--- src/rtl/rx_packet_fifo.sv ---
// Receive endpoint: snoops the shared packet bus, keeps packets addressed to this node
// (or broadcast), and buffers their payloads in a first-word-fall-through FIFO.
module rx_packet_fifo #(
  parameter int DATA_W   = 16,
  parameter int ID_W     = 16,
  parameter int DEPTH    = 8,
  parameter int BCAST_EN = 1,
  parameter int CNT_W    = 8
) (
  input  logic                     clk,
  input  logic                     rst,
  input  logic [ID_W+DATA_W-1:0]   rx_in,
  input  logic                     rx_valid,
  input  logic [ID_W-1:0]          id,
  input  logic                     clr,
  input  logic                     rd_ready,
  output logic                     rd_valid,
  output logic [DATA_W-1:0]        rd_data,
  output logic [$clog2(DEPTH):0]   level,
  output logic                     full,
  output logic                     match_pulse,
  output logic [CNT_W-1:0]         drop_count
);

  localparam int AW = $clog2(DEPTH);
  localparam int LW = AW + 1;

  typedef struct packed {
    logic [DATA_W-1:0] payload;
    logic [ID_W-1:0]   dst;
  } pkt_t;

  pkt_t              s1_pkt_q, s1_pkt_d;
  logic              s1_v_q, s1_v_d;
  logic [AW-1:0]     wptr_q, wptr_d;
  logic [AW-1:0]     rptr_q, rptr_d;
  logic [LW-1:0]     level_q, level_d;
  logic [CNT_W-1:0]  drop_q, drop_d;
  logic              match_pulse_q, match_pulse_d;
  logic [DATA_W-1:0] mem_q [DEPTH];

  logic match, pop, push, drop, is_full, is_bcast;

  assign is_full  = (level_q == LW'(DEPTH));
  assign is_bcast = (BCAST_EN != 0) && (&s1_pkt_q.dst);
  assign match    = s1_v_q && ((s1_pkt_q.dst == id) || is_bcast);
  assign pop      = (level_q != '0) && rd_ready;
  // A pop in the same cycle frees the slot, so a full FIFO still accepts the push.
  assign push     = match && (!is_full || pop);
  assign drop     = match && is_full && !pop;

  always_comb begin
    s1_pkt_d      = pkt_t'(rx_in);
    s1_v_d        = rx_valid;
    match_pulse_d = match;
    wptr_d        = wptr_q;
    rptr_d        = rptr_q;
    level_d       = level_q;
    drop_d        = drop_q;
    if (clr) begin
      wptr_d  = '0;
      rptr_d  = '0;
      level_d = '0;
      drop_d  = '0;
    end else begin
      if (push) wptr_d = wptr_q + AW'(1);
      if (pop)  rptr_d = rptr_q + AW'(1);
      level_d = level_q + LW'(push) - LW'(pop);
      if (drop && (drop_q != '1)) drop_d = drop_q + CNT_W'(1);
    end
  end

  always_ff @(posedge clk or negedge rst) begin
    if (!rst) begin
      s1_pkt_q      <= '0;
      s1_v_q        <= 1'b0;
      match_pulse_q <= 1'b0;
      wptr_q        <= '0;
      rptr_q        <= '0;
      level_q       <= '0;
      drop_q        <= '0;
    end else begin
      s1_pkt_q      <= s1_pkt_d;
      s1_v_q        <= s1_v_d;
      match_pulse_q <= match_pulse_d;
      wptr_q        <= wptr_d;
      rptr_q        <= rptr_d;
      level_q       <= level_d;
      drop_q        <= drop_d;
    end
  end

  // Storage is deliberately not reset; the head is masked while empty instead.
  always_ff @(posedge clk) begin
    if (push && !clr) mem_q[wptr_q] <= s1_pkt_q.payload;
  end

  assign rd_valid    = (level_q != '0);
  assign rd_data     = rd_valid ? mem_q[rptr_q] : '0;
  assign level       = level_q;
  assign full        = is_full;
  assign match_pulse = match_pulse_q;
  assign drop_count  = drop_q;

endmodule

--- config.mk ---
export PLATFORM = sky130hd
export DESIGN_NAME = rx_packet_fifo
export DESIGN_NICKNAME = d
export VERILOG_FILES = /design/src/rtl/rx_packet_fifo.sv
export SDC_FILE = /design/constraint.sdc
export NUM_CORES = 1
export LEC_CHECK = 0
export ABC_AREA = 1
export BUFFER_PORTS_ARGS = -buffer_cell sky130_fd_sc_hd__buf_2
export CAP_MARGIN = 20
export CORE_MARGIN = 1
export CORE_UTILIZATION = 45
export CTS_CLUSTER_DIAMETER = 150
export DETAILED_ROUTE_END_ITERATION = 12
export HOLD_SLACK_MARGIN = 0.05
export PLACE_DENSITY_LB_ADDON = 0.12
export SETUP_SLACK_MARGIN = 0.02
export SLEW_MARGIN = 5
export SYNTH_ARGS = -nofsm -noshare
export SYNTH_HDL_FRONTEND = slang
export SYNTH_SLANG_ARGS = --single-unit
--- constraint.sdc ---
create_clock -name clk -period 5.2 [get_ports clk]
set_clock_uncertainty 0.2 [all_clocks]
set_input_delay 0.26 -clock clk [delete_from_list [all_inputs] [get_ports clk]]
set_output_delay 0.26 -clock clk [all_outputs]
set_load 0.02 [all_outputs]
==> run summary <==
Status: completed
Via-per-instance ratio: 5.05
Die Area: 0.0169 mm^2
Core area: 0.0159 mm^2
Total power: 0.00394 W
DR DRC count: 0
GR Util All Layers: 19.9%
Maximum clock frequency: 348 MHz
Pre-CTS setup slack: 2.38 ns
Setup bufs post-CTS: 0
Critical Path Fanout Max: 34
Top_reg_cell synth: edfxtp_1
Logic pwr share: 25.9%
Pre-Repair DR Iteration Count: 5
Setup TNS Final: 0 ns
Iter 0 DRT Violations: 305
CTS resizes: 0
Reg clk slew, reported paths: 0.06 ns
Main combinational cell family by area after synthesis: simple AND/OR/NAND/NOR gates
Layout cells sized above 1: 18.7%
I/O Pins: 84
Pin count of the biggest net entering global routing: 67
Clk buf depth: 2
Clock Tree Root: clkbuf_16
Tcrit/Tclk final: 55.3%
Initial antenna violation count: 0
Clock sink count: 180
First-pass GRT wire length: 24800 um
Max_slew headroom: 35.2%
Vias: 5005
Synth top area cells: edfxtp_1 (52%), dfrtp_1 (18%), nor2_1 (7.0%)
Synth warn: 0
Synth top area share: 52.2%
Global route total overflow: 0
Post-synthesis xor/xnor area fraction: 0.713%
TritonCTS clock tree: done
Max Slew Vio Count: 0
Crit path DAT: 2.41 ns
Row count: 46
Post-synthesis sequential area ratio: 69.8%
EDFF count, synth: 128
Clock latency on the worst-skew pair: 0.42 ns
Adder-cell share of the synthesized area: 1.63%
Max VDD drop: 238 uV
DR WL/cell: 15.5 um
Die W: 130 um
Initial core utilization: 46.2%
Reg2Reg Depth: 7
Leakage: 3.67 nW
WP data required: 4.74 ns
CP max stage delay: 0.44 ns
Pwr Density: 435 mW/mm^2
Setup ws final: 2.33 ns
Vias in the first global route: 4940
Cell Chain, Critical Path: inv_2 -> buf_16 -> o21ai_1 -> o22ai_1 -> o21ai_1 -> a31oi_1 -> buf_2
Cell count after synthesis: 643
Post-DRT Antenna Nets: 0
Avg Cell Area, Syn: 11.5 um^2
Worst Hold Depth: 2
Post-synth top area cell: edfxtp_1
Type of element capturing the critical path: output port
RePlAce Congestion: 0.786
HP Class: primary input to flip-flop
Slew @ Worst Pin: 0.969 ns
Final setup fails: 0
Post-Synth Simple-Gate Area: 14.8%
Switch Pwr: 0.00121 W
Synth Net Count: 705
Synthesis-to-finish area growth: 22.8%
Total wire length: 15400 um
CP max-delay cell: inv_2
DP HPWL: 8890 um
Most frequent CP cell: o21ai_1
Antenna fix cells: 0
Distinct cells, synth: 34
TritonCTS Buffers: 17
Seq cells post-synth: 180
RSZ-0062 raised after global routing: false
Crit path launch type: flip-flop
Hold violation total from the final report: 0
Mux share of post-synthesis cell area: 0%
Switching fraction of total power: 30.6%
Max-Cap Viols: 0
Die Y: 130 um
Reg power frac: 41.2%
Min Tclk post-route: 2.87 ns
Synth Area in Compound Gates: 9.05%
Nets: 824
Clock power share: 32.8%
# hold bufs at CTS: 36
Fraction of registers with async set/reset: 28.9%
Synthesized cell area: 0.00737 mm^2
Total number of H-tree levels: 4
I/O Buffers: 83
Internal: 0.00273 W
Crit path kind: flip-flop to output port
-- Yosys cell counts, types with 3 or more instances --
master and count:
clkbuf_1 15, ha_1 8, nand2_1 75, a31oi_1 16, a21oi_1 3, nand3_1 14, o22ai_1 16, inv_1 37
o21ai_0 52, dfrtp_1 52, o21ai_1 31, buf_1 3, inv_2 8, buf_2 7, nand2_4 3, edfxtp_1 128
nor2_1 138, nand4_1 5, nor3_1 10, xor2_1 4
-- state kept, by name (all words and copies together) (netlist names) --
register,count
wptr_q,3
s1_v_q,1
level,4
drop_count,8
rptr_q,3
mem_q,128
match_pulse,1
s1_pkt_q,32
-- cell families (layout without fill, tap and decap cells) --
logic type / after synthesis / after routing
AND/OR/NAND/NOR: 254 / 254
flip-flops: 180 / 180
buffers and inverters: 73 / 205
adder cells (fa/ha/maj): 9 / 9
AO/OA/AOI/OAI: 121 / 121
XOR/XNOR: 6 / 6
-- power by group through the flow --
| stage | Clock (W) | Sequential, W | Combinational (W) |
|---|---|---|---|
| after detailed placement | 0 | 0.00165 | 0.000999 |
| after floorplan | 0 | 0.00166 | 0.000687 |
| final | 0.00129 | 0.00162 | 0.00102 |
| after CTS | 0.00132 | 0.00162 | 0.00102 |
| after global placement | 0 | 0.00165 | 0.000985 |
| after global routing | 0.00138 | 0.00163 | 0.00114 |
-- final timing paths --
path	start	endpoint	slack [ns]
max	rptr_q[0]	rd_data[13]	2.33
min	rx_in[8]	s1_pkt_q[8]	0.28
max reg2reg	level[2]	mem_q[7][6]	2.44
min reg2reg	drop_count[4]	drop_count[4]	0.39
max in group asynchronous	rst	rptr_q[0]	3.97
min in group asynchronous	rst	s1_pkt_q[18]	0.31
-- metal layers --
layer | wire length, um | up-vias | global-route usage, %
li1 | - | 2453 | -
met1 | 7110 | 2442 | 25.8
met2 | 7560 | 103 | 33.5
met3 | 610 | 7 | 4.80
met4 | 98 | 0 | 5.20
met5 | 0 | - | 0
-- critical path: cells and delay by family, from the launching register on --
family	cells	cell delay (ns)
AO/OA/AOI/OAI	4	0.65
buffers and inverters	3	0.93
flip-flops	1	0.40
-- cell usage in the layout (no fill, tap or decap), types with 16 or more instances in the layout --
master	n
o21ai_0	52
o21ai_1	31
o22ai_1	16
buf_2	83
nor2_1	138
dfrtp_1	51
edfxtp_1	128
nand2_1	75
a31oi_1	16
inv_1	37
clkbuf_16	17
dlygate4sd3_1	36
-- stage by stage --
stage | util (%) | hold slack (ns) | cell area, um^2 | std cells
3_3_place_gp | 50.5 | 0.168 | 8050 | 922
6_report | 56.7 | 0.278 | 9040 | 991
5_1_grt | 56.7 | 0.265 | 9040 | 991
3_5_place_dp | 50.5 | 0.169 | 8050 | 922
2_1_floorplan | - | -0.236 | 7370 | 643
4_1_cts | 56.6 | 0.263 | 9020 | 990
-- cell type report --
| cell class | count | area, um^2 |
|---|---|---|
| tap | 216 | 270 |
| fill | 1363 | 6900 |
| timing repair buffer | 127 | 856 |
| inverter | 46 | 173 |
| multi-input combinational | 390 | 2000 |
| clock inverter | 5 | 98.8 |
| sequential | 180 | 5150 |
| clock buffer | 27 | 503 |
No activity file was read; power rests on OpenSTA's default activity.
